==> src/rtl/tdc_capture_decoder_if.sv <==
// tdc_capture_decoder_if
// Result port of the TDC capture decoder: valid/ready handshake carrying the
// decoded thermometer code and its quality flags.
//   meas_valid  : result valid (producer -> consumer)
//   meas_ready  : consumer accepts result (consumer -> producer)
//   meas_code   : number of ones in the captured taps
//   meas_ovf    : capture all ones
//   meas_unf    : capture all zeros
//   meas_bubble : capture not a clean thermometer
interface tdc_capture_decoder_if #(
  parameter int CW = 7
);
  logic          meas_valid;
  logic          meas_ready;
  logic [CW-1:0] meas_code;
  logic          meas_ovf;
  logic          meas_unf;
  logic          meas_bubble;

  modport master (
    output meas_valid, meas_code, meas_ovf, meas_unf, meas_bubble,
    input  meas_ready
  );

  modport slave (
    input  meas_valid, meas_code, meas_ovf, meas_unf, meas_bubble,
    output meas_ready
  );
endinterface

==> src/rtl/tdc_capture_decoder.sv <==
// tdc_capture_decoder
// Receive side of a carry-chain TDC. Launches an edge into the delay line,
// captures the N-bit thermometer tap vector one clock later, decodes it to a
// ones count plus overflow/underflow/bubble flags, presents the result on a
// valid/ready port and then waits for the line to drain before re-arming.
// Ports:
//   clk, rst_n  : clock, asynchronous active-low reset
//   start       : measurement request, sampled only in IDLE
//   launch      : registered edge into the delay-line input
//   dl_tap      : delay-line taps (asynchronous to clk, only ever registered)
//   busy        : high in every state except IDLE
//   err_stuck   : sticky, line failed to drain within RECOV_CYC cycles
//   meas        : result port (tdc_capture_decoder_if.master)
// Build option: define TDC_META_SYNC_EN to add a second capture flop plus a
// SYNC state (latency 3 instead of 2) and a 2-flop synchronizer on the drain
// sampling path.
module tdc_capture_decoder #(
  parameter int N         = 64,
  parameter int CW        = 7,
  parameter int RECOV_CYC = 16
) (
  input  logic                   clk,
  input  logic                   rst_n,
  input  logic                   start,
  output logic                   launch,
  input  logic [N-1:0]           dl_tap,
  output logic                   busy,
  output logic                   err_stuck,
  tdc_capture_decoder_if.master  meas
);

  localparam int RW = $clog2(RECOV_CYC + 1);

  typedef enum logic [2:0] {
    S_IDLE, S_LAUNCH, S_SYNC, S_DECODE, S_HOLD, S_RECOVER
  } state_t;

  state_t          state_q;
  logic            launch_q, busy_q, valid_q, stuck_q;
  logic            ovf_q, unf_q, bub_q;
  logic [CW-1:0]   code_q;
  logic [N-1:0]    cap_q;
  logic [N-1:0]    samp_q;
  logic [N-1:0]    dec_src;
  logic [RW-1:0]   cnt_q;
  logic [CW-1:0]   dec_code;
  logic            dec_bub;

  function automatic logic [CW-1:0] popcount(input logic [N-1:0] v);
    logic [CW-1:0] c;
    c = '0;
    for (int i = 0; i < N; i++) c = c + CW'(v[i]);
    return c;
  endfunction

  // A clean capture is exactly 'code' ones packed from bit 0 upward.
  function automatic logic not_thermo(input logic [N-1:0] v, input logic [CW-1:0] code);
    logic bad;
    bad = 1'b0;
    for (int i = 0; i < N; i++)
      if (v[i] != (i < int'(code))) bad = 1'b1;
    return bad;
  endfunction

`ifdef TDC_META_SYNC_EN
  logic [N-1:0] cap2_q;
  logic [N-1:0] samp1_q;

  always_ff @(posedge clk or negedge rst_n) begin
    if (!rst_n) begin
      cap2_q  <= '0;
      samp1_q <= '0;
      samp_q  <= '0;
    end else begin
      cap2_q  <= cap_q;
      samp1_q <= dl_tap;
      samp_q  <= samp1_q;
    end
  end

  assign dec_src = cap2_q;
`else
  always_ff @(posedge clk or negedge rst_n) begin
    if (!rst_n) samp_q <= '0;
    else        samp_q <= dl_tap;
  end

  assign dec_src = cap_q;
`endif

  assign dec_code = popcount(dec_src);
  assign dec_bub  = not_thermo(dec_src, dec_code);

  always_ff @(posedge clk or negedge rst_n) begin
    if (!rst_n) begin
      state_q  <= S_IDLE;
      launch_q <= 1'b0;
      busy_q   <= 1'b0;
      valid_q  <= 1'b0;
      stuck_q  <= 1'b0;
      ovf_q    <= 1'b0;
      unf_q    <= 1'b0;
      bub_q    <= 1'b0;
      code_q   <= '0;
      cap_q    <= '0;
      cnt_q    <= '0;
    end else begin
      case (state_q)
        S_IDLE: begin
          if (start) begin
            launch_q <= 1'b1;
            busy_q   <= 1'b1;
            state_q  <= S_LAUNCH;
          end
        end
        // The line integrates for exactly the one period launch is high.
        S_LAUNCH: begin
          cap_q    <= dl_tap;
          launch_q <= 1'b0;
`ifdef TDC_META_SYNC_EN
          state_q  <= S_SYNC;
`else
          state_q  <= S_DECODE;
`endif
        end
        S_SYNC: state_q <= S_DECODE;
        S_DECODE: begin
          code_q  <= dec_code;
          ovf_q   <= (dec_code == CW'(N));
          unf_q   <= (dec_code == '0);
          bub_q   <= dec_bub;
          valid_q <= 1'b1;
          state_q <= S_HOLD;
        end
        S_HOLD: begin
          if (meas.meas_ready) begin
            valid_q <= 1'b0;
            cnt_q   <= '0;
            state_q <= S_RECOVER;
          end
        end
        S_RECOVER: begin
          if (samp_q == '0) begin
            busy_q  <= 1'b0;
            state_q <= S_IDLE;
          end else if (cnt_q == RW'(RECOV_CYC - 1)) begin
            stuck_q <= 1'b1;
            busy_q  <= 1'b0;
            state_q <= S_IDLE;
          end else begin
            cnt_q <= cnt_q + 1'b1;
          end
        end
        default: begin
          launch_q <= 1'b0;
          busy_q   <= 1'b0;
          valid_q  <= 1'b0;
          state_q  <= S_IDLE;
        end
      endcase
    end
  end

  assign launch           = launch_q;
  assign busy             = busy_q;
  assign err_stuck        = stuck_q;
  assign meas.meas_valid  = valid_q;
  assign meas.meas_code   = code_q;
  assign meas.meas_ovf    = ovf_q;
  assign meas.meas_unf    = unf_q;
  assign meas.meas_bubble = bub_q;

endmodule

==> src/flat_wrapper.sv <==
// flat-port wrapper written by rule: the top's interface ports become plain ports
module tdc_capture_decoder_flat 
#(
  parameter int N         = 64,
  parameter int CW        = 7,
  parameter int RECOV_CYC = 16
)
  (clk, rst_n, start, launch, dl_tap, busy, err_stuck, meas_meas_valid, meas_meas_code, meas_meas_ovf, meas_meas_unf, meas_meas_bubble, meas_meas_ready);
  tdc_capture_decoder_if #(.CW(CW)) meas_i ();
  input  logic clk;
  input  logic rst_n;
  input  logic start;
  output logic launch;
  input  logic [N-1:0] dl_tap;
  output logic busy;
  output logic err_stuck;
  output wire logic [$bits(meas_i.meas_valid)-1:0] meas_meas_valid;
  output wire logic [$bits(meas_i.meas_code)-1:0] meas_meas_code;
  output wire logic [$bits(meas_i.meas_ovf)-1:0] meas_meas_ovf;
  output wire logic [$bits(meas_i.meas_unf)-1:0] meas_meas_unf;
  output wire logic [$bits(meas_i.meas_bubble)-1:0] meas_meas_bubble;
  input wire logic [$bits(meas_i.meas_ready)-1:0] meas_meas_ready;
  assign meas_meas_valid = meas_i.meas_valid;
  assign meas_meas_code = meas_i.meas_code;
  assign meas_meas_ovf = meas_i.meas_ovf;
  assign meas_meas_unf = meas_i.meas_unf;
  assign meas_meas_bubble = meas_i.meas_bubble;
  assign meas_i.meas_ready = meas_meas_ready;
  tdc_capture_decoder #(.N(N), .CW(CW), .RECOV_CYC(RECOV_CYC)) u_core (.clk(clk), .rst_n(rst_n), .start(start), .launch(launch), .dl_tap(dl_tap), .busy(busy), .err_stuck(err_stuck), .meas(meas_i));
endmodule
==> config.mk <==
export PLATFORM = sky130hd
export DESIGN_NAME = tdc_capture_decoder_flat
export DESIGN_NICKNAME = d
export VERILOG_FILES = /design/src/rtl/tdc_capture_decoder_if.sv /design/src/rtl/tdc_capture_decoder.sv /design/src/flat_wrapper.sv
export SDC_FILE = /design/constraint.sdc
export NUM_CORES = 1
export LEC_CHECK = 0
export ABC_AREA = 1
export BUFFER_PORTS_ARGS = -buffer_cell sky130_fd_sc_hd__buf_4
export CORE_AREA = 2 2 136 138
export DETAILED_ROUTE_END_ITERATION = 12
export DIE_AREA = 0 0 138 140
export PLACE_DENSITY = 0.7
export SLEW_MARGIN = 40
export SYNTH_ARGS = -nofsm -noshare
export SYNTH_HDL_FRONTEND = slang
export SYNTH_SLANG_ARGS = --single-unit
==> constraint.sdc <==
create_clock -name clk -period 8.35 [get_ports clk]
set_input_delay 0.4175 -clock clk [delete_from_list [all_inputs] [get_ports clk]]
set_output_delay 0.4175 -clock clk [all_outputs]
set_load 0.02 [all_outputs]
After elaboration in Yosys (flattened, before gate mapping)
Index checks and enable logic that the tools add are counted.
W data, S select, Z words.

word-level totals
  register bits = 150
  output and inout port bits = 14
  bits of input ports = 68

operators by class
  $add $sub $neg = 64
  order comparisons = 64
  reductions and logical operators = 14
  equal/unequal tests = 76
  bitwise gates (word level) = 4
  mux-type cells = 80

operators with widths
  kind                   count
  $add A7 B1 Y7          62
  $lt A6 B7 Y1 const A   32
  $lt A5 B7 Y1 const A   16
  $mux W1                68
  $logic_not A64 Y1      1
  $ne A1 B1 Y1           64
  $lt A4 B7 Y1 const A   8
  $lt A3 B7 Y1 const A   4
  $mux W5                3
  $pmux W3 S5            1
  $lt A1 B7 Y1 const A   2
  $lt A2 B7 Y1 const A   2
  $mux W3                4
  $reduce_or A4 Y1       3
  $pmux W5 S2            1
  $reduce_and A3 Y1      3
  $ne A2 B2 Y1 const B   4
  $eq A7 B7 Y1 const B   1
  $logic_not A7 Y1       1
  $eq A3 B2 Y1 const B   2
  $eq A3 B3 Y1 const B   2
  $pmux W1 S3            2
  $add A5 B1 Y5 const B  1
  $eq A5 B4 Y1 const B   1
  10 further kinds       14

Depth between registers and ports, before layout
Gate-level depths: netlist (run 1).

  word-level depth = 129
  depth in mapped cells = 36

Worst setup path before layout (run 1)
Ideal clock, no wire load.

  path kind = register to register
  start point = register u_core.cap_q[1]
  end point = register u_core.bub_q, in the netlist u_core.meas.meas_bubble
  path buffers = 0
  slack = 1470 ps
  data arrival time = 6763 ps
  setup time = 117 ps
  cell stages (with the launch flop) = 28
  path through = dfrtp_1 -> ha_1 -> inv_1 -> fa_1 -> fa_1 -> fa_1 -> fa_1 -> fa_1 -> fa_1 -> fa_1 -> fa_1 -> fa_1 -> fa_1 -> or2_2 -> nor2_2 -> nand3_1 -> nor2_1 -> nand2_1 -> nand3_1 -> nand2_1 -> nor2_1 -> nand2_1 -> nor2_1 -> nand2_1 -> nor2_1 -> nand3_1 -> nor2_1 -> nor2_1

on the way
  longest elaborated chain between the ends = 129

RTL lines
  element                      line                        RTL
  from (decl)                  tdc_capture_decoder.sv:42   logic [N-1:0] cap_q;
  from (signal assigned)       tdc_capture_decoder.sv:118  cap_q <= dl_tap;
  $add A1 B1 Y2                tdc_capture_decoder.sv:52   for (int i = 0; i < N; i++) c = c + CW'(v[i]);
  $add A7 B1 Y7 (62 in a row)  tdc_capture_decoder.sv:52
  $lt A1 B7 Y1                 tdc_capture_decoder.sv:61   if (v[i] != (i < int'(code))) bad = 1'b1;
  $ne A1 B1 Y1                 tdc_capture_decoder.sv:61
  $mux W1 (63 in a row)        tdc_capture_decoder.sv:61
  $mux W1 (*)                  tdc_capture_decoder.sv:61
  to (signal assigned)         tdc_capture_decoder.sv:131  bub_q <= dec_bub;
  to (decl)                    tdc_capture_decoder.sv:40   logic ovf_q, unf_q, bub_q;

Mark *: on every way between the ends. The rest lies on a longest branch, timed or not.
A chain may end at the register's enable or synchronous reset.

Worst setup path in the final report (run 1)
Same ends and word-level chain as after synthesis.

==> metrics.txt, run 1 <==
post-synthesis instance total 1049; Top Metal Used met4; vias per inst 5.46; final core utilization 57.0%; first-pass GRT wire length ~42000 um; worst r2r src u_core.cap_q[1]; Max-slew headroom between 50% and 60%; most common cell after layout, fill and taps aside nand2_1; Net count, final 1265; Setup WS pre-CTS 57.1 ps; layout cells sized above 1 13.6%; Ys Warns 0; WL final 26500 um; Clock Sinks 150; startpoint types register; Setup-failing EPs final 0; ys async rst share 100%; Crit Path Class register to register; clock slew at the register clock pins of the worst setup and hold paths roughly 70 ps; fin crit period between 7000 and 8000 ps; Seq/Total Area, Yosys 42.8%; required time worst endpoint around 8700 ps; hpwl dp 20600 um; Diodes inserted 0; Final ANT Viol Nets 0; clk_lat worst skew 450 ps; initial antenna violation count 0; I/O pins 82; Largest stage delay, worst path about 550 ps; commonest non-fill, non-tap cells in the layout nand2_1, inv_1, dfrtp_1; CP endpoint kind register; Die Ht 140 um; GRT overflow 0; worst setup path startpoint u_core.cap_q[1]; TritonCTS clock tree yes; H-tree depth 4; Post-Route M1 WL ~11000 um; critical path arrival 8200 ps; Core Area approximately 0.018 sq mm; period utilization 94.1%; r2r setup slk just under 500 ps; number of synthesized flops with an enable pin 0; met3 routed WL around 2300 um; Row Count 49; DR WL met2 around 12000 um; router iterations before antenna repair 5; # Post-CTS Setup Buffers 0; die area 0.0193 sq mm; largest net degree at the start of global routing 81; Root Buffer clkbuf_16; RSZ-0062 raised after global routing no; Area Overhead vs Synth 15.6%; Initial Util 49.3%; Synth Cell Area approximately 0.0088 sq mm; Max Cap Viol 0; setup TNS 0 ps; IO buf count 81; critical path fanouts, max 11; measured slew at the worst slew-check pin 726 ps; drt initial violations 841; wire per inst 19.4 um; WP buf/inv 4; Fin. Hold Viols 0; ys flop type dfrtp_1; syn_area_per_cell 8.35 sq um; crit path max-delay cell type fa_1; Worst R2R End u_core.meas.meas_bubble; Vias 7470; CP most frequent cell fa_1; Fin Hold WS 3.42 ps; Cell variety after synth 40; FF-to-FF path depth 30; Yosys reg bits 150; Worst Skew 11.3 ps; die width 138 um; status finished, final reports clean; CP delay by family, top adder cells; Longest Clk Path Bufs 2; PnR worst setup slack 494 ps; Mapped Nets 1189; GRT Util Overall 28.7%; Fillers approximately 1700; CTS Buf Count 17; vias in the first global route 7215; Achievable Freq 127 MHz; GP Congestion 1.01; Min-Delay Path Class input port to async pin; DRC Markers 0; Final Max Tran Viols 0
==> layout make-up <==
type                    instances  area (sq um)  share of cell area [%]
well taps                     229           287                    2.83
repair buffers                 88           668                    6.59
clock buffers                  17           425                    4.20
inverters                     163           612                    6.04
multi-input cells             705          4220                    41.7
flip-flops and latches        150          3750                    37.0
clock inverters                15           168                    1.65
==> through the flow <==
stage / instances / cell area (sq um)
4_1_cts: 1367 / 10100
3_5_place_dp: 1335 / 9530
2_1_floorplan: 1049 / 8760
3_3_place_gp: 1335 / 9530
6_report: 1367 / 10100
5_1_grt: 1367 / 10100
==> worst max path at each step <==
stage	to	slack, ps	cells past startpoint
floorplan	u_core.meas.meas_bubble	1470	27
global placement	u_core.meas.meas_bubble	50	30
detailed placement	u_core.meas.meas_bubble	60	30
CTS	u_core.meas.meas_bubble	9	30
global route	u_core.meas.meas_bubble	180	26
finish	u_core.meas.meas_bubble	490	30
==> kinds of logic (layout without fill, tap and decap cells) <==
logic type | Yosys count | in the layout | synth area share [%]
AND/OR/NAND/NOR | 523 | 523 | 26.1
buffers and inverters | 194 | 283 | 9.17
flip-flops | 150 | 150 | 42.8
AO/OA/AOI/OAI | 107 | 107 | 6.67
adder cells (fa/ha/maj) | 72 | 72 | 14.9
XOR/XNOR | 3 | 3 | 0.300
==> flip-flops by register name, indices dropped and copies added (netlist names) <==
| signal | count |
|---|---|
| u_core.busy | 1 |
| u_core.meas.meas_bubble | 1 |
| u_core.meas.meas_code | 7 |
| u_core.err_stuck | 1 |
| u_core.meas.meas_unf | 1 |
| u_core.launch | 1 |
| u_core.state_q | 3 |
| u_core.samp_q | 64 |
| u_core.meas.meas_ovf | 1 |
| u_core.cnt_q | 5 |
| u_core.meas.meas_valid | 1 |
| u_core.cap_q | 64 |
==> cell usage after synthesis (2+ instances only) <==
library cell  number  area share [%]
buf_1              2           0.086
fa_1              54              12
buf_6              5            0.64
ha_1              18             2.6
nor4_1            16             1.1
o41ai_1            2            0.20
nor2_1            63             2.7
nand4_1           12            0.86
nor2_4             4            0.51
clkbuf_1          12            0.51
nand3_2            2            0.23
buf_2              3            0.17
nand2_1          300              13
xor2_1             3            0.30
a21oi_1            6            0.34
o21ai_1            3            0.17
o21ai_0           84             4.8
nand2_4            2            0.26
nand2_2            7            0.50
inv_1            159             6.8
nor3_1             4            0.23
nor2_2             5            0.36
o31ai_1            2            0.17
inv_2              3            0.13
or2_2              3            0.21
buf_4              9            0.77
nand3_1          101             5.8
dfrtp_1          150              43
o211ai_1           3            0.26
a21oi_2            2            0.20
==> repair_timing <==
item / in CTS / in global routing
endpoints found under the setup margin: 0 / 1
gates resized for setup: 0 / 3
hold buffers: 0 / 0
==> routing by layer <==
metal	track usage, %	up-vias
met5	0	-
li1	-	3447
met2	43.6	363
met4	8.97	0
met3	8.17	55
met1	40.2	3605
Power of run 1 is not shown: default switching activity piles up to over one toggle a cycle in this logic, so the estimate is an artifact.
==> inputs of run 2 (changes only) <==
Settings changed: BUFFER_PORTS_ARGS -buffer_cell sky130_fd_sc_hd__buf_4 to unset, DONT_BUFFER_PORTS set to 1, PLACE_DENSITY 0.7 to 0.66.
==> run 2 against run 1 <==
Against the previous run:
- critical path depth unchanged
- via count fell by 2.4%
- clock-buffer cell count grew 2
- maximum frequency is 2.6% lower
- register-to-register slack worse by 210 ps
- global-route usage fell by 1.1 points
- clock skew decreased by 1.6 ps
- non-clock buffer count decreased by 14
- cell area grew 1.4%
- first-iteration DRC count decreased by 3.3%
- sequential share of layout area is 0.50 points lower
- wire length shrank 1.3%
==> metrics.txt, run 2 (synthesis gave the netlist of run 1 again) <==
Max Cap Viol 0; IO buf count 0; Worst Skew 9.74 ps; r2r setup slk 280 ps; clk_lat worst skew ~430 ps; Final ANT Viol Nets 0; H-tree depth 4; Placed Instances 1254; Vias 7293; GRT overflow 0; Net count, final between 1000 and 1500; first-pass GRT wire length 40400 um; Max-slew headroom 55.7%; CP most frequent cell fa_1; grt peak-use layer met2; Largest stage delay, worst path 560 ps; Area Overhead vs Synth 17.2%; required time worst endpoint between 8000 and 9000 ps; RSZ-0062 raised after global routing no; vias per inst 5.39; Min-Delay Path Class input port to register; # Post-CTS Setup Buffers 0; Longest Clk Path Bufs 2; vias in the first global route 7033; non-filler cells, final about 1400; hpwl dp between 15000 and 20000 um; period utilization a little over nine tenths; Die Ht 140 um; measured slew at the worst slew-check pin approximately 660 ps; Achievable Freq 124 MHz; critical path fanouts, max 11; startpoint types register; die width 138 um; Clock Sinks 150; I/O pins 82; critical path arrival 8390 ps; CP endpoint kind register; Root Buffer clkbuf_16; status finished, final reports clean; Core Area 0.0178 sq mm; routing usage on met2 about two fifths; die area about 0.019 sq mm; most common cell after layout, fill and taps aside nand2_1; Row Count between 40 and 50; fin crit period 8070 ps; initial antenna violation count 0; Setup-failing EPs final 0; largest net degree at the start of global routing 151; Diodes inserted 0; CTS Buf Count 17; wire per inst just under 20 um; crit path max-delay cell type fa_1; commonest non-fill, non-tap cells in the layout nand2_1, inv_1, dfrtp_1; GP Congestion 1.05; layout cells sized above 1 between 6 and 7%; routing usage on met1 between 40% and 50%; Final Max Tran Viols 0; Fin. Hold Viols 0; Crit Path Class register to register; drt initial violations about 800; GR met3 Demand/Resource 5.68%; clock slew at the register clock pins of the worst setup and hold paths about 60 ps; Initial Util 49.3%; DRC Markers 0; TritonCTS clock tree yes; GRT Util Overall 27.5%; WL final 26200 um; router iterations before antenna repair 6
## run 2: changes by cell type in the layout (fill, tap and decap cells not counted)
| cell | previous run | this run |
|---|---|---|
| bufinv_16 | 2 | 4 |
| inv_6 | 4 | 2 |
| clkbuf_8 | 0 | 2 |
| nor2_2 | 5 | 6 |
| nor2_4 | 5 | 4 |
| clkinv_2 | 3 | 2 |
| buf_16 | 0 | 2 |
| clkinvlp_4 | 2 | 1 |
| buf_4 | 86 | 7 |
| clkinv_4 | 1 | 3 |
| inv_8 | 3 | 1 |
| dlygate4sd3_1 | 0 | 65 |
| buf_6 | 2 | 0 |
## run 2: routing by layer
layer	up-vias	share of wire [%]	routed length (um)
met5	-	0	0
met4	0	3.0	792
met3	72	7.7	2010
met2	342	44	11600
met1	3472	45	11800
li1	3407	-	-
## run 2: cell type report
type                       count  area, sq um
fill                        1666         7510
multi-input combinational    705         4220
sequential                   150         3750
timing repair buffer          74          758
inverter                     163          612
clock buffer                  19          453
tap                          229          287
clock inverter                13          193
## run 2: final timing paths
kind / startpoint / endpoint / cells past startpoint
worst max-delay path: u_core.cap_q[0] / u_core.meas.meas_bubble / 30
worst min-delay path: dl_tap[32] / u_core.cap_q[32] / 2
worst max register to register: u_core.cap_q[0] / u_core.meas.meas_bubble / 30
worst min register to register: u_core.cnt_q[4] / u_core.cnt_q[4] / 2
max in group asynchronous: rst_n / u_core.cap_q[51] / 3
min in group asynchronous: rst_n / u_core.cnt_q[2] / 2
## run 2: timing repair
action | 4_1_cts | 5_1_grt
endpoints found under the setup margin | 1 | 1
hold buffers | 10 | 56
hold endpoints to repair | 159 | 117
gates resized for setup | 1 | 1
## run 2: worst max-delay path: cells and delay by family (launching register included)
| kind | cells | cell delay, ps |
|---|---|---|
| adders and majority gates | 11 | 5000 |
| buffers and inverters | 4 | 560 |
| and+or+nand+nor | 15 | 1980 |
| DFF | 1 | 410 |
## run 2: through the flow
| stage | setup slack, ps | utilization, % | area [sq um] | hold slack (ps) | setup TNS (ps) |
|---|---|---|---|---|---|
| finish | 282 | 57.8 | 10300 | 103 | 0 |
| global route | 66.3 | 57.8 | 10300 | 90.0 | 0 |
| CTS | 168 | 54.5 | 9680 | 1.36 | 0 |
| detailed placement | -14.0 | 50.1 | 8920 | 125 | -14.0 |
| global placement | 53.8 | 50.1 | 8920 | 125 | 0 |
| floorplan | 1470 | - | 8760 | 122 | 0 |
Power of run 2 is left out for the same reason.
